File: src/rtl/muldiv_unit.sv
// Iterative multiply/divide unit with architectural HI/LO registers.
// A shift-add multiply or restoring divide takes WIDTH steps, plus one cycle of sign fix-up.
//
// state | meaning
// ------+--------------------------------------------------------------
// IDLE  | waiting; accepts MULT/DIV (-> RUN) or MTHI/MTLO (write, stay)
// RUN   | one multiply/divide step per cycle, counter counts down
// FIX   | sign correction, HI/LO write unless flushed
module muldiv_unit #(
   parameter int WIDTH = 32,
   parameter int CNT_W = $clog2(WIDTH) + 1
) (
   input  logic             clk,
   input  logic             reset,
   input  logic             flush,
   input  logic             AnyStall,
   input  logic [2:0]       Op_ME,
   input  logic             ReadHiLo_ME,
   input  logic [WIDTH-1:0] A_ME,
   input  logic [WIDTH-1:0] B_ME,
   output logic [WIDTH-1:0] Hi,
   output logic [WIDTH-1:0] Lo,
   output logic             Busy,
   output logic             Stall_EX
);

   localparam logic [2:0] OP_NOP   = 3'b000;
   localparam logic [2:0] OP_MULT  = 3'b001;
   localparam logic [2:0] OP_MULTU = 3'b010;
   localparam logic [2:0] OP_DIV   = 3'b011;
   localparam logic [2:0] OP_DIVU  = 3'b100;
   localparam logic [2:0] OP_MTHI  = 3'b101;
   localparam logic [2:0] OP_MTLO  = 3'b110;
   localparam logic [2:0] OP_RSVD  = 3'b111;

   typedef enum logic [1:0] {S_IDLE, S_RUN, S_FIX} state_t;

   state_t             state, state_next;
   logic [CNT_W-1:0]   cnt;
   logic               is_div;
   logic               neg_q;
   logic               neg_r;
   logic               div0;
   logic [WIDTH-1:0]   a_raw;
   logic [WIDTH-1:0]   b_mag;
   logic [WIDTH-1:0]   acc;
   logic [WIDTH-1:0]   sh;

   logic               op_valid;
   logic               accept;
   logic               accept_long;
   logic               signed_op;
   logic               div_op;
   logic               a_neg;
   logic               b_neg;
   logic [WIDTH-1:0]   a_mag;
   logic [WIDTH-1:0]   b_abs;
   logic [WIDTH:0]     mul_sum;
   logic [WIDTH:0]     div_trial;
   logic [WIDTH:0]     div_diff;
   logic [2*WIDTH-1:0] prod;
   logic [2*WIDTH-1:0] prod_fix;
   logic [WIDTH-1:0]   quo_fix;
   logic [WIDTH-1:0]   rem_fix;

   assign op_valid    = (Op_ME != OP_NOP) && (Op_ME != OP_RSVD);
   assign accept      = (state == S_IDLE) && op_valid && !AnyStall && !flush;
   assign accept_long = accept && (Op_ME != OP_MTHI) && (Op_ME != OP_MTLO);
   assign signed_op   = (Op_ME == OP_MULT) || (Op_ME == OP_DIV);
   assign div_op      = (Op_ME == OP_DIV) || (Op_ME == OP_DIVU);
   assign a_neg       = signed_op && A_ME[WIDTH-1];
   assign b_neg       = signed_op && B_ME[WIDTH-1];
   assign a_mag       = a_neg ? (WIDTH'(0) - A_ME) : A_ME;
   assign b_abs       = b_neg ? (WIDTH'(0) - B_ME) : B_ME;

   assign Busy     = (state != S_IDLE);
   assign Stall_EX = Busy && (ReadHiLo_ME || op_valid);

   // Multiply keeps the partial product in {acc, sh} with the multiplier shifting out of sh;
   // divide keeps the partial remainder in acc and shifts the dividend out of / quotient into sh.
   assign mul_sum   = {1'b0, acc} + (sh[0] ? {1'b0, b_mag} : {(WIDTH+1){1'b0}});
   assign div_trial = {acc, sh[WIDTH-1]};
   assign div_diff  = div_trial - {1'b0, b_mag};

   assign prod     = {acc, sh};
   assign prod_fix = neg_q ? ((2*WIDTH)'(0) - prod) : prod;
   assign quo_fix  = neg_q ? (WIDTH'(0) - sh) : sh;
   assign rem_fix  = neg_r ? (WIDTH'(0) - acc) : acc;

   always_comb begin
      state_next = state;
      case (state)
         S_IDLE: if (accept_long) state_next = S_RUN;
         S_RUN: begin
            if (flush)                  state_next = S_IDLE;
            else if (cnt == CNT_W'(1))  state_next = S_FIX;
         end
         S_FIX:   state_next = S_IDLE;
         default: state_next = S_IDLE;
      endcase
   end

   always_ff @(posedge clk) begin
      if (reset) state <= S_IDLE;
      else       state <= state_next;
   end

   always_ff @(posedge clk) begin
      if (reset) begin
         Hi     <= '0;
         Lo     <= '0;
         cnt    <= '0;
         is_div <= 1'b0;
         neg_q  <= 1'b0;
         neg_r  <= 1'b0;
         div0   <= 1'b0;
         a_raw  <= '0;
         b_mag  <= '0;
         acc    <= '0;
         sh     <= '0;
      end else begin
         if (accept && (Op_ME == OP_MTHI)) Hi <= A_ME;
         if (accept && (Op_ME == OP_MTLO)) Lo <= A_ME;

         if (accept_long) begin
            cnt    <= CNT_W'(WIDTH);
            is_div <= div_op;
            neg_q  <= a_neg ^ b_neg;
            neg_r  <= a_neg;
            div0   <= div_op && (B_ME == '0);
            a_raw  <= A_ME;
            acc    <= '0;
            b_mag  <= div_op ? b_abs : a_mag;
            sh     <= div_op ? a_mag : b_abs;
         end

         if (state == S_RUN) begin
            cnt <= cnt - CNT_W'(1);
            if (is_div) begin
               if (!div_diff[WIDTH]) begin
                  acc <= div_diff[WIDTH-1:0];
                  sh  <= {sh[WIDTH-2:0], 1'b1};
               end else begin
                  acc <= div_trial[WIDTH-1:0];
                  sh  <= {sh[WIDTH-2:0], 1'b0};
               end
            end else begin
               acc <= mul_sum[WIDTH:1];
               sh  <= {mul_sum[0], sh[WIDTH-1:1]};
            end
         end

         if ((state == S_FIX) && !flush) begin
            if (!is_div) begin
               Hi <= prod_fix[2*WIDTH-1:WIDTH];
               Lo <= prod_fix[WIDTH-1:0];
            end else if (div0) begin
               Hi <= a_raw;
               Lo <= '1;
            end else begin
               Hi <= rem_fix;
               Lo <= quo_fix;
            end
         end
      end
   end

endmodule

File: config.mk
export PLATFORM = sky130hd
export DESIGN_NAME = muldiv_unit
export DESIGN_NICKNAME = d
export VERILOG_FILES = /design/src/rtl/muldiv_unit.sv
export SDC_FILE = /design/constraint.sdc
export NUM_CORES = 1
export LEC_CHECK = 0
export ABC_AREA = 0
export CELL_PAD_IN_SITES_DETAIL_PLACEMENT = 1
export CELL_PAD_IN_SITES_GLOBAL_PLACEMENT = 2
export CORE_MARGIN = 2
export CORE_UTILIZATION = 38
export DETAILED_ROUTE_END_ITERATION = 7
export PLACE_DENSITY_LB_ADDON = 0.1
export SLEW_MARGIN = 15
export SYNTH_ARGS = -nofsm -noshare
export SYNTH_HDL_FRONTEND = slang
export SYNTH_SLANG_ARGS = --single-unit
export TNS_END_PERCENT = 5
File: constraint.sdc
create_clock -name clk -period 10.5 [get_ports clk]
set_clock_uncertainty 0.2 [all_clocks]
set_input_delay 1.575 -clock clk [delete_from_list [all_inputs] [get_ports clk]]
set_output_delay 1.575 -clock clk [all_outputs]
set_load 0.1 [all_outputs]
==> metrics.md, run 1 <==
| Metric | Value |
|---|---|
| Power Density | 124 nW/um^2 |
| TNS Setup | 0 ns |
| Core Util, Final | 0.439 |
| Mapped Cells | 2,224 |
| CTS tree | yes |
| Clock-pin transition on the worst setup and hold timing paths | 0.06 ns |
| Worst slew margin | 0.243 |
| Hold Crit Start | a_raw[10] |
| Total Routing Usage GR | 0.304 |
| Share of cells above drive strength 1 | 0.0577 |
| Worst Path Arrival | just under 4 ns |
| Register area share after synthesis | 0.242 |
| DIE AREA | ~46,000 sq um |
| Cts bufs inserted | 27 |
| CTS resizes | 0 |
| Via count | 17,278 |
| Clock root buffer | clkbuf_16 |
| Die height | around 210 microns |
| TritonRoute pass-1 iters | 6 |
| Htree depth | 1 |
| Clk sinks | around 200 |
| Congestion Overflow GR | 0 |
| CTS max path bufs | 3 |
| Crit path launch | Op_ME[1] |
| Period utilization | 0.545 |
| Fmax | ~170 MHz |
| EDFF count, synth | 0 |
| Synthesis Warnings | 0 |
| Fin nets | roughly 2,400 |
| Buffers on Ports | around 140 |
| DP Area | about 18,000 sq um |
| Final setup viols | 0 |
| Area leader, netlist | dfxtp_1 |
| Hold Slack | 0.257 ns |
| FF+latch count, synth | 204 |
| Hold buffer count at CTS | 0 |
| Worst r2r src | sh[31] |
| Core Area | about 44,000 sq um |
| Data required, critical path | between 8 and 9 ns |
| Starting Density | 0.383 |
| Top cell type's share of synthesized area | 0.242 |
| WS Path Type | primary input to output pin |
| Vias per cell | 6.07 |
| Layout area overhead | 14.8% |
| DRC | 0 |
| Post-DP HPWL | between 50,000 and 60,000 microns |
| Initial antenna violation count | 3 |
| Top post-synthesis cells by area | dfxtp_1, mux2i_1, xor2_1 |
| Worst-margin pin slew | about 1.1 ns |
| Share of flip-flops with an asynchronous set or reset | 0 |
| Most frequent cell after synthesis | nand2_1 |
| Clk Latency, worst-skew pair | between 0.5 and 0.6 ns |
| Post-synth top cells | nand2_1, nor2_1, dfxtp_1, a21oi_1, clkbuf_1 |
| Largest net degree at the start of global routing | 82 |
| Mapped Area | 16,800 sq um |
| DR iter-0 viols | between 1,000 and 1,500 |
| Post-CTS Setup Inserts | 0 |
| Routed Antenna Nets | 0 |
| Worst hold path class | flop to flop |
| Placed insts | 2,795 |
| Worst VDD drop | approximately 120 uV |
| Worst setup SP type | primary input |
| Max-capacitance violation count | 0 |
| Gp weighted congestion | ~0.93 |
| # IOs | 138 |
| LEAKAGE | 6.97 nW |
| Mapped Nets | about 2,400 |
| Main synth FF type | dfxtp_1 |
| RSZ-0062 raised after global routing | false |
| Post-synth cell types | a little under 90 |
| Global-route wire length before repair | approximately 110,000 microns |
| Min cycle time layout | 5.72 ns |
| Fin cells | ~2,800 |
| Crit end category | output pin |
| Number of global-route vias before repair | around 17,000 |
| Fin. Hold Viols | 0 |
| Die width | around 210 microns |
| Final WL | about 72,000 microns |
| Final max-slew violation count | 0 |
| Final instance area | around 19,000 sq um |
| Syn_area_per_cell | 7.58 sq um |
| Routed WL per cell | approximately 25 microns |
| Crit Path Max Fanout | 8 |
| Rows | 77 |
| Run status | complete, no violations |
[logic make-up after synthesis]
logic type                 share of synthesized area
AOI/OAI and AO/OA                              0.263
DFF                                            0.242
muxes                                         0.0738
adders and majority gates                     0.0544
xor gates and xnor gates                       0.105
buffers and inverters                         0.0627
and+or+nand+nor                                0.199
[final timing paths]
path                                   to  slack (ns)  cells past startpoint
worst max-delay path             Stall_EX        4.78                      5
worst min-delay path            a_raw[10]        0.26                      2
worst max register to register    acc[27]        5.81                     13
worst min register to register  a_raw[10]        0.26                      2
[placed cells by master, fill, tap and decap left out, types with 32 or more instances in the layout]
master | synthesis | layout
nor2_1 | 219 | 219
ha_1 | 70 | 70
clkdlybuf4s50_1 | 0 | 136
o31ai_1 | 33 | 33
nor3_1 | 47 | 47
nand2_1 | 238 | 237
a211oi_1 | 65 | 65
xor2_1 | 111 | 110
a21oi_1 | 178 | 177
dfxtp_1 | 204 | 202
a221oi_1 | 50 | 50
mux2i_1 | 113 | 113
xnor2_1 | 91 | 91
inv_1 | 65 | 65
o21ai_0 | 133 | 133
a22oi_1 | 32 | 32
[layout make-up]
class | instances | area (sq um)
sequential | 204 | 4090
tap | 592 | 741
clock buffer | 36 | 769
fill | 5425 | 24700
timing repair buffer | 166 | 1590
multi-input combinational | 1768 | 11800
inverter | 65 | 244
antenna | 1 | 2.50
clock inverter | 13 | 144
[where the power goes]
group / switching (mW) / internal [mW] / leakage [nW]
sequential: 0.0397 / 0.801 / 1.65
clock: 0.390 / 0.584 / 0.461
combinational: 0.382 / 0.209 / 4.86
total: 0.812 / 1.59 / 6.97
[critical path, cell delays in order]
cell             delay [ns]
clkdlybuf4s50_1        0.54
or3_1                  0.51
a21oi_1                0.27
nor2_1                 0.07
clkdlybuf4s50_1        0.97
[flip-flops by register name (all words and copies together) (netlist names), 2 cells and up]
register,flops
Hi,32
Lo,32
a_raw,32
acc,32
b_mag,32
cnt,6
sh,32
state,2
[routing by layer]
| layer | share of wire | global-route usage | up-vias | routed length (microns) |
|---|---|---|---|---|
| met5 | 0.00032 | 0 | - | 23 |
| met4 | 0.036 | 0.103 | 4 | 2600 |
| met3 | 0.055 | 0.0484 | 132 | 3940 |
| met2 | 0.46 | 0.497 | 479 | 32800 |
| met1 | 0.45 | 0.406 | 8584 | 32300 |
| li1 | - | - | 8079 | - |
[metrics by stage]
step | setup WS [ns] | total power [mW]
6_report | 4.78 | 2.41
5_1_grt | 4.72 | 2.50
3_3_place_gp | 4.86 | 1.43
2_1_floorplan | 5.48 | 1.24
4_1_cts | 4.82 | 2.41
3_5_place_dp | 4.84 | 1.44
Note: power is estimated with default switching activity, not from simulation.
==> run 2, diff against run 1 <==
Settings changed: CORE_UTILIZATION 38 to 35.
Clock period 10.5 ns to 5.8 ns, I/O delays scaled along.
==> run 2 against run 1 <==
Clock power up 92%. Flip-flop and latch count unchanged. Register-to-register slack worse by 4.5 ns. Via count up 1.3%.
==> metrics.md, run 2 (same netlist as run 1, synthesis figures left out) <==
| Metric | Value |
|---|---|
| Met3 wire length | between 3000 and 4000 microns |
| Clock-pin transition on the worst setup and hold timing paths | ~0.060 ns |
| Worst Path Arrival | 4.79 ns |
| Min cycle time layout | around 4.5 ns |
| Max-capacitance violation count | 0 |
| CTS max path bufs | 3 |
| Rows | 80 |
| Routed Antenna Nets | 0 |
| Post-CTS Setup Inserts | 0 |
| Final max-slew violation count | 0 |
| Fin cells | roughly 2,900 |
| Largest net degree at the start of global routing | 69 |
| Global-route wire length before repair | roughly 110,000 microns |
| Worst Reg-to-Reg Cells | 11 |
| Met2 routed WL | 35,900 microns |
| Fin nets | ~2,400 |
| Worst R2R End | acc[30] |
| Highest routed layer | met4 |
| DR iter-0 viols | roughly 1,300 |
| RSZ-0062 raised after global routing | false |
| Worst setup SP type | flop |
| Worst-margin pin slew | around 1.1 ns |
| Core Area | about 48,000 sq um |
| Hold buffer count at CTS | 0 |
| Die height | around 220 microns |
| Pwr Total | 4.50 mW |
| Placed insts | between 2,000 and 3,000 |
| Share of cells above drive strength 1 | 0.0623 |
| Clk Latency, worst-skew pair | 0.58 ns |
| Power Density | ~230 nW/um^2 |
| Number of fill cells in the layout | approximately 5,800 |
| Final setup viols | 0 |
| Routed WL per cell | around 26 microns |
| WS Path Type | flop to flop |
| Gp weighted congestion | a little over 0.9 |
| Initial antenna violation count | 0 |
| Fmax | about 220 MHz |
| DRC | 0 |
| Layout area overhead | 15.9% |
| Most frequent cells in the layout | nand2_1, nor2_1, dfxtp_1 |
| Clock root buffer | clkbuf_16 |
| R2R Setup Slk | around 1.3 ns |
| Core Util, Final | 0.410 |
| Total Routing Usage GR | 0.298 |
| CTS resizes | 0 |
| WL met1 | around 34,000 microns |
| Vias per cell | around 6.1 |
| Data required, critical path | ~6 ns |
| Final WL | 76,300 microns |
| Number of global-route vias before repair | roughly 17,000 |
| Starting Density | 0.354 |
| Worst VDD drop | ~210 uV |
| # IOs | around 140 |
| Worst hold path class | flop to flop |
| Hold Crit Start | a_raw[22] |
| TNS Setup | 0 ns |
| Buffers on Ports | between 100 and 150 |
| Post-DP HPWL | approximately 57,000 microns |
| Clk sinks | 204 |
| CTS tree | yes |
| Fin. Hold Viols | 0 |
| Run status | complete, no violations |
| Period utilization | 0.782 |
| Via count | 17,511 |
| Crit end category | flop |
| TritonRoute pass-1 iters | 7 |
| Leading cell type in the layout, fill and taps excluded | nand2_1 |
| Worst r2r src | acc[0] |
| Hold Path Stages | 2 |
| Hold Slack | roughly 0.25 ns |
| Hold EP | a_raw[22] |
| Congestion Overflow GR | 0 |
| Worst slew margin | 0.237 |
| Die width | approximately 220 microns |
| Htree depth | 1 |
| Crit Path Max Fanout | 9 |
| DIE AREA | about 50,000 sq um |
| Cts bufs inserted | 27 |
| LEAKAGE | between 7 and 8 nW |
## run 2: cell types whose count changed in the layout (fill, tap and decap cells not counted), sizes merged
cell and delta:
clkinv -8, inv +1, bufinv +2, clkbuf +3, buf +14, clkinvlp +1
## run 2: critical path: stages (launching register included)
cell,delay (ns)
dfxtp_1,0.61
inv_1,0.24
fa_1,0.46
nand2b_1,0.21
a21o_1,0.20
a311oi_1,0.46
o21ai_0,0.37
o31ai_1,0.74
o31ai_1,0.17
o31ai_1,0.40
o2111ai_1,0.17
o311a_1,0.15
## run 2: report_power, final
group          switching, mW  total, mW  internal [mW]
clock network          0.721       1.87           1.15
registers             0.0799       1.53           1.45
logic                  0.715       1.10          0.385
## run 2: worst max-delay path by stage
stage                to     start  slack, ns
6_report        acc[30]    acc[0]       1.26
5_1_grt         acc[29]     sh[0]       1.10
4_1_cts         acc[30]    acc[0]       1.32
3_5_place_dp     sh[30]  A_ME[10]       1.22
3_3_place_gp     sh[30]  A_ME[10]       1.18
2_1_floorplan  Stall_EX  Op_ME[2]       2.19
## run 2: final cells by class
cell class / count / area [sq um] / share of cell area
Clock buffer: 39 / 781 / 0.0400
Clock inverter: 9 / 176 / 0.00904
Sequential cell: 204 / 4090 / 0.209
Antenna cell: 1 / 2.50 / 0.000128
Tap cell: 615 / 769 / 0.0394
Inverter: 65 / 244 / 0.0125
Multi-Input combinational cell: 1768 / 11800 / 0.603
Timing Repair Buffer: 180 / 1690 / 0.0866
## run 2: layer usage
metal / up-vias / GRT usage
met2: 472 / 0.499
met1: 8825 / 0.403
met5: - / 0
met4: 0 / 0.0935
met3: 110 / 0.0320
li1: 8104 / -
## run 2: stage by stage
step | setup WS [ns] | instance area, sq um
floorplan | 2.19 | 16800
global placement | 1.18 | 18600
detailed placement | 1.22 | 18600
CTS | 1.32 | 19500
global route | 1.10 | 19500
finish | 1.26 | 19500
